`src/rtl/vfx_pkg.sv`:
```
// Shared video-effects package: state encodings,
// pixel width and default frame dimensions.
package vfx_pkg;

  typedef enum logic [1:0] {
    IDLE,
    CAPTURE,
    DONE
  } fw_state_t;

  localparam int PIXEL_W    = 12;
  localparam int DEF_WIDTH  = 320;
  localparam int DEF_HEIGHT = 240;

endpackage

```
`src/rtl/pixel_frame_writer_raster_counter.sv`:
```
// Raster x/y position counter with line/frame wrap
// and a combinational last-pixel flag for the current advance.
module raster_counter #(
  parameter int DIM_W = 10
) (
  input  logic             clk,
  input  logic             reset_n,
  input  logic             clr,
  input  logic             adv,
  input  logic [DIM_W-1:0] width,
  input  logic [DIM_W-1:0] height,
  output logic             last_pixel
);

  logic [DIM_W-1:0] x_q, x_d;
  logic [DIM_W-1:0] y_q, y_d;
  logic [DIM_W-1:0] x_base;
  logic [DIM_W-1:0] y_base;
  logic             x_end;
  logic             y_end;

  // Next position: clear takes effect before the advance of the same cycle
  always_comb begin
    x_base     = clr ? '0 : x_q;
    y_base     = clr ? '0 : y_q;
    x_end      = (x_base == width - DIM_W'(1));
    y_end      = (y_base == height - DIM_W'(1));
    x_d        = x_base;
    y_d        = y_base;
    last_pixel = adv && x_end && y_end;
    if (adv) begin
      if (x_end) begin
        x_d = '0;
        y_d = y_end ? '0 : y_base + DIM_W'(1);
      end else begin
        x_d = x_base + DIM_W'(1);
      end
    end
  end

  // Position registers
  always_ff @(posedge clk or negedge reset_n) begin
    if (!reset_n) begin
      x_q <= '0;
      y_q <= '0;
    end else begin
      x_q <= x_d;
      y_q <= y_d;
    end
  end

endmodule

```
`src/rtl/pixel_frame_writer.sv`:
```
// Frame writer: turns a valid pixel stream into registered
// frame-buffer writes and reports frame completion and strays.
module pixel_frame_writer
  import vfx_pkg::*;
#(
  parameter int DATA_W    = PIXEL_W,
  parameter int DIM_W     = 10,
  parameter int ADDR_W    = 17,
  parameter int BASE_ADDR = 0
) (
  input  logic              clk,
  input  logic              reset_n,
  input  logic              start,
  input  logic [DIM_W-1:0]  image_width,
  input  logic [DIM_W-1:0]  image_height,
  input  logic              ready_in,
  input  logic [DATA_W-1:0] data_in,
  output logic              wr_en,
  output logic [ADDR_W-1:0] wr_addr,
  output logic [DATA_W-1:0] wr_data,
  output logic              busy,
  output logic              frame_done,
  output logic              overflow
);

  localparam logic [ADDR_W-1:0] BASE = ADDR_W'(BASE_ADDR);

  fw_state_t         state_q, state_d;
  logic [DIM_W-1:0]  w_q, w_d;
  logic [DIM_W-1:0]  h_q, h_d;
  logic [ADDR_W-1:0] addr_cnt_q, addr_cnt_d;
  logic              wr_en_q, wr_en_d;
  logic [ADDR_W-1:0] wr_addr_q, wr_addr_d;
  logic [DATA_W-1:0] wr_data_q, wr_data_d;
  logic              busy_q, busy_d;
  logic              frame_done_q, frame_done_d;
  logic              overflow_q, overflow_d;

  logic              start_ok;
  logic              accept;
  logic              last;
  logic [DIM_W-1:0]  eff_w;
  logic [DIM_W-1:0]  eff_h;
  logic [ADDR_W-1:0] addr_base;

  // An honoured start rebases the frame in the same cycle,
  // so a coincident pixel lands at (0,0) of the new frame.
  always_comb begin
    start_ok  = start && (|image_width) && (|image_height);
    eff_w     = start_ok ? image_width : w_q;
    eff_h     = start_ok ? image_height : h_q;
    addr_base = start_ok ? '0 : addr_cnt_q;
    accept    = ready_in && (start_ok || (state_q == CAPTURE));
  end

  raster_counter #(
    .DIM_W (DIM_W)
  ) u_raster (
    .clk        (clk),
    .reset_n    (reset_n),
    .clr        (start_ok),
    .adv        (accept),
    .width      (eff_w),
    .height     (eff_h),
    .last_pixel (last)
  );

  // Next state, counters and registered write port
  always_comb begin
    state_d      = state_q;
    w_d          = eff_w;
    h_d          = eff_h;
    addr_cnt_d   = accept ? addr_base + ADDR_W'(1) : addr_base;
    wr_en_d      = accept;
    wr_addr_d    = wr_addr_q;
    wr_data_d    = wr_data_q;
    frame_done_d = accept && last;
    overflow_d   = overflow_q;

    if (accept) begin
      wr_addr_d = BASE + addr_base;
      wr_data_d = data_in;
    end

    if (start_ok) begin
      overflow_d = 1'b0;
    end else if (ready_in && !accept) begin
      overflow_d = 1'b1;
    end

    unique case (state_q)
      IDLE, DONE: begin
        state_d = IDLE;
        if (start_ok) begin
          state_d = (accept && last) ? DONE : CAPTURE;
        end
      end
      CAPTURE: begin
        if (accept && last) begin
          state_d = DONE;
        end
      end
      default: state_d = IDLE;
    endcase

    busy_d = (state_d == CAPTURE);
  end

  // State and output registers
  always_ff @(posedge clk or negedge reset_n) begin
    if (!reset_n) begin
      state_q      <= IDLE;
      w_q          <= '0;
      h_q          <= '0;
      addr_cnt_q   <= '0;
      wr_en_q      <= 1'b0;
      wr_addr_q    <= '0;
      wr_data_q    <= '0;
      busy_q       <= 1'b0;
      frame_done_q <= 1'b0;
      overflow_q   <= 1'b0;
    end else begin
      state_q      <= state_d;
      w_q          <= w_d;
      h_q          <= h_d;
      addr_cnt_q   <= addr_cnt_d;
      wr_en_q      <= wr_en_d;
      wr_addr_q    <= wr_addr_d;
      wr_data_q    <= wr_data_d;
      busy_q       <= busy_d;
      frame_done_q <= frame_done_d;
      overflow_q   <= overflow_d;
    end
  end

  assign wr_en      = wr_en_q;
  assign wr_addr    = wr_addr_q;
  assign wr_data    = wr_data_q;
  assign busy       = busy_q;
  assign frame_done = frame_done_q;
  assign overflow   = overflow_q;

endmodule

```
`config.mk`:
```
export PLATFORM = sky130hd
export DESIGN_NAME = pixel_frame_writer
export DESIGN_NICKNAME = d
export VERILOG_FILES = /design/src/rtl/vfx_pkg.sv /design/src/rtl/pixel_frame_writer_raster_counter.sv /design/src/rtl/pixel_frame_writer.sv
export SDC_FILE = /design/constraint.sdc
export NUM_CORES = 1
export LEC_CHECK = 0
export ABC_AREA = 1
export CORE_MARGIN = 2
export CORE_UTILIZATION = 45
export DETAILED_ROUTE_END_ITERATION = 8
export PLACE_DENSITY = 0.78
export SYNTH_ARGS = -nofsm -noshare
export SYNTH_HDL_FRONTEND = slang
export SYNTH_HIERARCHICAL = 1
export SYNTH_SLANG_ARGS = --single-unit
```
`constraint.sdc`:
```
create_clock -name clk -period 6.2 [get_ports clk]
set_clock_uncertainty 0.05 [all_clocks]
set_input_delay 0.93 -clock clk [delete_from_list [all_inputs] [get_ports clk]]
set_output_delay 0.93 -clock clk [all_outputs]
set_load 0.1 [all_outputs]
```
==> results_tabular.tex, run 1 <==
\begin{tabular}{lr}
\hline
Metric & Value \\
\hline
\multicolumn{2}{l}{\textbf{Run status}} \\
\quad Result of the run & finished with violations \\
\quad Failing checks & DRC \\
\multicolumn{2}{l}{\textbf{Yosys}} \\
\quad Number of flip-flops and latches in the synthesized netlist & about 90 \\
\quad Gate Count Post-Synth & 756 \\
\quad Synth top area share & 43.0\% \\
\quad Net Count, Synth & 797 \\
\quad Cell area after technology mapping & 5350 um\^{}2 \\
\quad Count of flip-flops with a built-in enable after synthesis & 0 \\
\quad Sequential area share after synthesis & 43.0\% \\
\quad Top cells by area in the synthesized netlist & sky130\_fd\_sc\_hd\_\_dfrtp\_1 43\%, sky130\_fd\_sc\_hd\_\_nand2\_1 20\%, sky130\_fd\_sc\_hd\_\_inv\_1 7.5\% \\
\quad Asr flop ratio synth & 100\% \\
\quad Synthesized area per cell & just over 7 um\^{}2 \\
\quad Post-synth cell types & 30 \\
\quad Leading post-synthesis cells by instance count & 286 x sky130\_fd\_sc\_hd\_\_nand2\_1, 107 x sky130\_fd\_sc\_hd\_\_inv\_1, 92 x sky130\_fd\_sc\_hd\_\_dfrtp\_1, 78 x sky130\_fd\_sc\_hd\_\_nor2\_1, 46 x sky130\_fd\_sc\_hd\_\_nand3\_1 \\
\quad Count of synthesis-stage warnings from yosys & 6 \\
\quad Library cell occupying the most area in the post-synthesis netlist & sky130\_fd\_sc\_hd\_\_dfrtp\_1 \\
\quad Most common flop cell mapped by yosys & sky130\_fd\_sc\_hd\_\_dfrtp\_1 \\
\quad Dominant cell by count in the synthesized netlist & sky130\_fd\_sc\_hd\_\_nand2\_1 \\
\multicolumn{2}{l}{\textbf{Floorplanning}} \\
\quad Top-level I/O count & 69 \\
\quad Overall die area & roughly 13000 um\^{}2 \\
\quad Number of standard-cell rows in the floorplan & 39 \\
\quad Vertical extent of the die & 113 um \\
\quad Die Width & 113 um \\
\quad Effective utilization at floorplan & roughly 46\% \\
\quad Core Box Area & about 12000 um\^{}2 \\
\multicolumn{2}{l}{\textbf{STA}} \\
\quad Highest clock rate & 222 MHz \\
\quad Worst Max-Slew Pin Slew & a little over 1000 ps \\
\quad Number of setup violations in the final report & 0 \\
\quad Share of the clock period used by the worst path & approximately 73\% \\
\quad Final Max Tran Viols & 0 \\
\quad Final min period & 4510 ps \\
\quad Final Hold Fails & 0 \\
\quad Tightest slew margin relative to the limit & approximately 32\% \\
\quad Fin Setup TNS & 0 ps \\
\quad Setup repair after global routing missed its margin & no \\
\multicolumn{2}{l}{\textbf{Critical path}} \\
\quad Largest stage delay on the critical path & approximately 560 ps \\
\quad Worst path bufs/invs & 4 \\
\quad Critical-path maximum fanout & 34 \\
\quad Setup CP Type & input port to register \\
\quad Crit path max-delay cell type & sky130\_fd\_sc\_hd\_\_o21ai\_0 \\
\quad CP most frequent cell & sky130\_fd\_sc\_hd\_\_nand2\_1 \\
\quad Worst Path Required & 6370 ps \\
\quad CP startpoint kind & input port \\
\quad Critical path cell sequence & clkdlybuf4s50\_1 > nor2\_1 > nand2\_1 > nor2\_1 > nand2\_1 > nand3\_2 > o21ai\_0 > inv\_1 > ha\_1 > nand2\_1 > nand2\_1 > nand3\_1 > nand2\_1 > nor2\_1 > nand3\_2 > nor2\_4 > nand3\_4 > inv\_1 > nand2\_1 > inv\_1 > nor2\_1 \\
\quad Arrival @ worst endpoint & 4680 ps \\
\quad Sort of element at the end of the critical path & register \\
\quad Kind of cell adding the most delay to the critical path & simple AND/OR/NAND/NOR gates \\
\multicolumn{2}{l}{\textbf{CTS}} \\
\quad Clock tree from TritonCTS & built \\
\quad \# H-tree levels & 3 \\
\quad Number of buffers added to fix hold violations after cts & 0 \\
\quad Post-cts repair resize count & 0 \\
\quad Sink Count & 92 \\
\quad Clock buffer depth & 2 \\
\quad Clock insertion delay at the later pin of the skew report & between 300 and 400 ps \\
\quad Setup bufs post-CTS & 0 \\
\quad Clock-pin slew on the worst setup and hold paths & about 60 ps \\
\quad Clock root cell & sky130\_fd\_sc\_hd\_\_clkbuf\_16 \\
\quad Number of buffers created by CTS & 9 \\
\multicolumn{2}{l}{\textbf{Place}} \\
\quad Sum of net half-perimeters after detailed placement & 8640 um \\
\quad Quantity of I/O buffers inserted on ports & 68 \\
\quad RD Place Congestion & 0.898 \\
\quad Placement Cell Area & 6110 um\^{}2 \\
\multicolumn{2}{l}{\textbf{Min path}} \\
\quad Min-delay worst type & register to register \\
\multicolumn{2}{l}{\textbf{Route}} \\
\quad Detailed-route vias per instance & just under 5 \\
\quad Antenna Violating Nets Remaining & 0 \\
\quad Total routed wirelength & 12000 um \\
\quad First drt pass iteration count & 7 \\
\quad Routed length per instance & approximately 12 um \\
\quad Residual DRC count & 3 \\
\quad Via count & 4754 \\
\quad Number of DRC markers after the initial detailed-route iteration & 404 \\
\multicolumn{2}{l}{\textbf{Finish}} \\
\quad Area grow syn2layout & 19.9\% \\
\quad Post-route cell area & 6410 um\^{}2 \\
\quad Filler Cells Inserted & approximately 1100 \\
\quad Share of cells above drive strength 1 & 7.03\% \\
\quad Area of all sequential standard cells & 2300 um\^{}2 \\
\quad Area of the multi-input gates & 2490 um\^{}2 \\
\quad Final core utilization & 55.7\% \\
\quad Antenna Diode Count & 0 \\
\quad Number of nets in the finished design & about 860 \\
\multicolumn{2}{l}{\textbf{Flow run}} \\
\quad Max Cap Viol & 0 \\
\multicolumn{2}{l}{\textbf{Pwr}} \\
\quad Pleak & 3.39 nW \\
\quad Worst VDD drop & 0.177 mV \\
\quad Total power density per cell area & 276 nW/um\^{}2 \\
\multicolumn{2}{l}{\textbf{Global route}} \\
\quad Grt met3 use & roughly 3.4\% \\
\quad GR peak layer & met2 \\
\quad Number of antenna violations at the first check in global routing & 0 \\
\quad Global route total overflow & 0 \\
\quad Global router's overall resource usage & 19.6\% \\
\quad Global-route met2 utilization & between 30\% and 40\% \\
\quad First-pass GRT wire length & $\sim$21000 um \\
\quad Maximum number of pins on one net before global-route repair & 70 \\
\quad GR Layer Usage met1 & a little over a quarter \\
\quad Via count of the first global-routing pass & 4460 \\
\hline
\end{tabular}
## per-stage QoR
step	setup WS [ps]	total power (W)	instances	hold slack, ps
detailed placement	1350	0.00122	953	384
floorplan	2520	0.00108	756	366
finish	1690	0.00177	968	392
global placement	1440	0.00121	953	390
CTS	1690	0.00178	968	400
global route	1210	0.00185	968	424
## layout by cell type (no fill, tap or decap), drive strengths merged
master	netlist	layout
clkinvlp	0	1
nand3	58	58
xnor2	5	5
xor3	1	1
clkinv	0	1
dfrtp	92	92
nand3b	4	4
bufinv	0	1
nor2	91	91
buf	15	5
or2	1	1
clkbuf	3	10
a21oi	11	11
nand4	13	13
inv	115	117
ha	5	5
xor2	10	10
o21ai	39	39
clkdlybuf4s50	0	67
nor3	6	6
nand2	287	287
## cell type report
cell class	count	area share, %
inverters	115	6.73
clock buffers	10	3.73
flip-flops and latches	92	35.9
multi-input cells	531	38.9
clock inverters	5	0.936
repair buffers	72	11.0
well taps	143	2.79
## final timing paths
kind                                           start                        end  slack [ps]  depth (start not counted)
worst min-delay path            state_q[1]$_DFF_PN0_       state_q[1]$_DFF_PN0_         390                          1
worst max-delay path                 image_height[2]       state_q[0]$_DFF_PN0_        1690                         21
worst max register to register      w_q[1]$_DFF_PN0_       state_q[0]$_DFF_PN0_        3490                         17
worst min register to register  state_q[1]$_DFF_PN0_       state_q[1]$_DFF_PN0_         390                          1
max in group asynchronous                    reset_n  u_raster/x_q[3]$_DFF_PN0_        4510                          2
min in group asynchronous                    reset_n     wr_data[6]$_DFFE_PN0N_         430                          1
## layer usage
metal  up-vias  part of all wire, %
li1       2453                    -
met1      2143                   47
met2       138                   47
met3        20                  4.7
met4         0                  1.9
met5         -                    0
## power by group
part / total [W] / internal [W] / switching [W]
clock network: 0.000562 / 0.000324 / 0.000239
logic: 0.000529 / 0.000130 / 0.000399
registers: 0.000680 / 0.000652 / 0.0000276
total: 0.00177 / 0.00111 / 0.000665
## worst register-to-register path, cell delays in order (launching register included)
cell and delay, ps:
sky130_fd_sc_hd__dfrtp_1 360, sky130_fd_sc_hd__nand2_1 80, sky130_fd_sc_hd__o21ai_0 200, sky130_fd_sc_hd__inv_1 140, sky130_fd_sc_hd__ha_1 240, sky130_fd_sc_hd__nand2_1 120, sky130_fd_sc_hd__nor2_1 180, sky130_fd_sc_hd__nand2_1 70
sky130_fd_sc_hd__nand2_1 70, sky130_fd_sc_hd__nand2_1 50, sky130_fd_sc_hd__nor2_1 160, sky130_fd_sc_hd__nand3_2 160, sky130_fd_sc_hd__nor2_4 250, sky130_fd_sc_hd__nand3_4 160, sky130_fd_sc_hd__inv_1 80, sky130_fd_sc_hd__nand2_1 60
sky130_fd_sc_hd__inv_1 110, sky130_fd_sc_hd__nor2_1 50
## registers in the layout, summed over array words and instances, names as in the netlist
| name | cells |
|---|---|
| addr_cnt_q | 17 |
| wr_addr | 17 |
| wr_data | 12 |
| h_q | 10 |
| u_raster/x_q | 10 |
| u_raster/y_q | 10 |
| w_q | 10 |
| state_q | 2 |
| busy | 1 |
| frame_done | 1 |
| overflow | 1 |
| wr_en | 1 |
## logic make-up after synthesis
family / after synthesis / share of synthesized area [%]
and+or+nand+nor: 460 / 37.8
DFF: 92 / 43.0
buffers and inverters: 133 / 10.3
adders and majority gates: 5 / 1.17
xor gates and xnor gates: 16 / 2.90
AOI/OAI and AO/OA: 50 / 4.75
Note: power is estimated with default switching activity, not from simulation.
==> inputs of run 2 (changes only) <==
clock period = 4.6 ns   (was 6.2 ns; I/O delays follow)
==> run 2 against run 1 <==
- the run still ends with DRC left
- critical path type unchanged
- clock power up 35%
- sequential power up 35%
- core utilization up 0.50 points
- count of clock-buffer cells in the layout down 1
- global-route usage up 0.25 points
- die area unchanged
- critical path depth up 1
==> results_tabular.tex, run 2 (same netlist as run 1, synthesis figures left out) <==
\begin{tabular}{lr}
\hline
Metric & Value \\
\hline
\multicolumn{2}{l}{\textbf{Place}} \\
\quad Quantity of I/O buffers inserted on ports & 68 \\
\quad RD Place Congestion & roughly 0.84 \\
\quad Sum of net half-perimeters after detailed placement & 9070 um \\
\quad Place WS & 350 ps \\
\quad Placement Cell Area & between 6000 and 7000 um\^{}2 \\
\quad DP Cell Count & 961 \\
\multicolumn{2}{l}{\textbf{Global route}} \\
\quad Number of antenna violations at the first check in global routing & 0 \\
\quad Via count of the first global-routing pass & 4439 \\
\quad Maximum number of pins on one net before global-route repair & 70 \\
\quad Global router's overall resource usage & 19.9\% \\
\quad First-pass GRT wire length & just over 20000 um \\
\quad Global route total overflow & 0 \\
\multicolumn{2}{l}{\textbf{Finish}} \\
\quad Share of cells above drive strength 1 & 7.92\% \\
\quad Antenna Diode Count & 0 \\
\quad Number of nets in the finished design & 870 \\
\quad Final core utilization & 56.2\% \\
\quad Fin cells & 976 \\
\quad Post-route cell area & 6470 um\^{}2 \\
\quad Leading cell type in the layout, fill and taps excluded & sky130\_fd\_sc\_hd\_\_nand2\_1 \\
\quad Area grow syn2layout & 21.0\% \\
\quad Highest-count cells in the layout ignoring fill and taps & 286 x sky130\_fd\_sc\_hd\_\_nand2\_1, 107 x sky130\_fd\_sc\_hd\_\_inv\_1, 92 x sky130\_fd\_sc\_hd\_\_dfrtp\_1 \\
\multicolumn{2}{l}{\textbf{STA}} \\
\quad Highest clock rate & roughly 250 MHz \\
\quad Fin Setup TNS & 0 ps \\
\quad Share of the clock period used by the worst path & 86.1\% \\
\quad Tightest slew margin relative to the limit & between 30\% and 40\% \\
\quad Final min period & 3960 ps \\
\quad Post-layout worst setup margin & between 600 and 700 ps \\
\quad Setup repair after global routing missed its margin & no \\
\quad Worst Max-Slew Pin Slew & 1020 ps \\
\quad Final Hold Fails & 0 \\
\quad Final Max Tran Viols & 0 \\
\quad Number of setup violations in the final report & 0 \\
\multicolumn{2}{l}{\textbf{Pwr}} \\
\quad Clk network pwr share & between 30\% and 40\% \\
\quad Design internal power & 0.00149 W \\
\quad Share of power burned in registers & 38.2\% \\
\quad Share of total power consumed by net switching & 37.9\% \\
\quad Switching power & 0.000908 W \\
\quad Worst VDD drop & 0.149 mV \\
\quad Total power density per cell area & 370 nW/um\^{}2 \\
\quad Pleak & 3.42 nW \\
\quad Combinational group share of total power & 30.2\% \\
\multicolumn{2}{l}{\textbf{CTS}} \\
\quad Clock buffer depth & 2 \\
\quad Sink Count & 92 \\
\quad Number of buffers added to fix hold violations after cts & 0 \\
\quad Clock-pin slew on the worst setup and hold paths & 70 ps \\
\quad Number of buffers created by CTS & 9 \\
\quad \# H-tree levels & 3 \\
\quad Setup bufs post-CTS & 0 \\
\quad Clock insertion delay at the later pin of the skew report & 350 ps \\
\quad Clock root cell & sky130\_fd\_sc\_hd\_\_clkbuf\_16 \\
\quad Post-cts repair resize count & 0 \\
\quad Clock tree from TritonCTS & built \\
\multicolumn{2}{l}{\textbf{Critical path}} \\
\quad Arrival @ worst endpoint & between 4000 and 5000 ps \\
\quad Sort of element at the end of the critical path & register \\
\quad Critical path cell sequence & clkdlybuf4s50\_1 > nor2\_1 > nand2\_1 > nor2\_1 > nand2\_1 > nand3\_2 > o21ai\_0 > inv\_1 > ha\_1 > inv\_1 > nand2\_1 > nand2\_1 > nor2\_1 > nand2\_1 > nor2\_1 > nand3\_2 > nor2\_4 > nand3\_4 > inv\_1 > nand2\_1 > inv\_1 > nor2\_1 \\
\quad Critical-path maximum fanout & 23 \\
\quad Worst path bufs/invs & 5 \\
\quad Reg-to-reg critical path endpoint & busy\$\_DFF\_PN0\_ \\
\quad Worst setup slack for register-to-register paths & 2020 ps \\
\quad Crit path max-delay cell type & sky130\_fd\_sc\_hd\_\_clkdlybuf4s50\_1 \\
\quad Path depth of the worst reg2reg path & 17 \\
\quad Largest stage delay on the critical path & 480 ps \\
\quad Worst Path Required & 4780 ps \\
\quad Kind of cell adding the most delay to the critical path & simple AND/OR/NAND/NOR gates \\
\quad CP startpoint kind & input port \\
\quad Setup CP Type & input port to register \\
\quad CP most frequent cell & sky130\_fd\_sc\_hd\_\_nand2\_1 \\
\quad Crit Reg-Reg Startpoint & w\_q[1]\$\_DFF\_PN0\_ \\
\multicolumn{2}{l}{\textbf{Min path}} \\
\quad Min-delay worst type & register to register \\
\quad Hold EP & state\_q[1]\$\_DFF\_PN0\_ \\
\quad Beginning of the worst hold path & state\_q[0]\$\_DFF\_PN0\_ \\
\quad Cell count of the worst hold path & 1 \\
\multicolumn{2}{l}{\textbf{Route}} \\
\quad Residual DRC count & 3 \\
\quad Metal3 WL & 534 um \\
\quad Total routed wire length on the met1 layer & approximately 5600 um \\
\quad DR top layer & met4 \\
\quad Routed length per instance & 12.5 um \\
\quad Via count & 4756 \\
\quad Detailed-route vias per instance & between 4 and 5 \\
\quad Total routed wirelength & approximately 12000 um \\
\quad Antenna Violating Nets Remaining & 0 \\
\quad First drt pass iteration count & 7 \\
\quad Met2 Wirelength & just under 6000 um \\
\quad Number of DRC markers after the initial detailed-route iteration & 369 \\
\multicolumn{2}{l}{\textbf{Floorplanning}} \\
\quad Effective utilization at floorplan & 46.4\% \\
\quad Overall die area & roughly 13000 um\^{}2 \\
\quad Die Width & approximately 110 um \\
\quad Vertical extent of the die & 113 um \\
\quad Core Box Area & 11500 um\^{}2 \\
\quad Number of standard-cell rows in the floorplan & 39 \\
\quad Top-level I/O count & 69 \\
\multicolumn{2}{l}{\textbf{Flow run}} \\
\quad Max Cap Viol & 0 \\
\multicolumn{2}{l}{\textbf{Run status}} \\
\quad Result of the run & finished with violations \\
\quad Failing checks & DRC \\
\hline
\end{tabular}
[run 2: changes by cell type in the layout (fill, tap and decap cells not counted), sizes merged]
cell | before | now
inv | 117 | 118
buf | 5 | 13
clkinvlp | 1 | 2
clkbuf | 10 | 9
clkinv | 1 | 0
[run 2: worst register-to-register path, stage by stage (launching register included)]
cell and delay (ps):
sky130_fd_sc_hd__dfrtp_1 360, sky130_fd_sc_hd__nand2_1 60, sky130_fd_sc_hd__o21ai_0 150, sky130_fd_sc_hd__inv_1 130
sky130_fd_sc_hd__ha_1 240, sky130_fd_sc_hd__nand2_1 120, sky130_fd_sc_hd__nor2_1 130, sky130_fd_sc_hd__nand2_1 60
sky130_fd_sc_hd__nand2_1 90, sky130_fd_sc_hd__nand2_1 50, sky130_fd_sc_hd__nor2_1 150, sky130_fd_sc_hd__nand3_2 170
sky130_fd_sc_hd__nor2_4 260, sky130_fd_sc_hd__nand3_4 160, sky130_fd_sc_hd__inv_1 80, sky130_fd_sc_hd__nand2_1 60
sky130_fd_sc_hd__inv_1 100, sky130_fd_sc_hd__nor2_1 50
[run 2: per-layer routing]
layer / vias to the layer above / global-route usage, %
met3: 12 / 3.37
met2: 100 / 33.9
met4: 0 / 6.34
met1: 2186 / 25.9
met5: - / 0
li1: 2458 / -
[run 2: area by class of cell]
class / instances / area (um^2)
Fill cell: 1073 / 5040
Timing Repair Buffer: 80 / 768
Multi-Input combinational cell: 531 / 2490
Tap cell: 143 / 179
Sequential cell: 92 / 2300
Clock buffer: 9 / 225
Inverter: 115 / 432
Clock inverter: 6 / 71.3
[run 2: how the worst max path moves through the flow]
stage | start | endpoint | slack, ps | cells after the start
CTS | image_height[8] | busy$_DFF_PN0_ | 660 | 22
global placement | image_height[8] | busy$_DFF_PN0_ | 400 | 20
detailed placement | image_height[5] | busy$_DFF_PN0_ | 350 | 22
finish | image_height[2] | busy$_DFF_PN0_ | 640 | 22
global route | image_height[8] | busy$_DFF_PN0_ | 260 | 22
floorplan | image_height[8] | busy$_DFF_PN0_ | 1160 | 23
[run 2: power groups by stage]
stage	clock [W]	combinational (W)	sequential, W
3_3_place_gp	0	0.000714	0.000931
3_5_place_dp	0	0.000722	0.000928
4_1_cts	0.000767	0.000724	0.000916
5_1_grt	0.000797	0.000777	0.000924
6_report	0.000756	0.000722	0.000916
2_1_floorplan	0	0.000240	0.00121
[run 2: per-stage QoR]
| step | total power, W | hold WS, ps |
|---|---|---|
| global route | 0.00250 | 420 |
| global placement | 0.00164 | 393 |
| floorplan | 0.00145 | 344 |
| finish | 0.00239 | 395 |
| CTS | 0.00241 | 397 |
| detailed placement | 0.00165 | 388 |
==> inputs of run 3 (changes only) <==
CTS_BUF_LIST = sky130_fd_sc_hd__clkbuf_4 sky130_fd_sc_hd__clkbuf_8 sky130_fd_sc_hd__clkbuf_16   (was default)
==> results of run 3 <==
No change in the layout: final DEF, timing and power equal those of run 2.
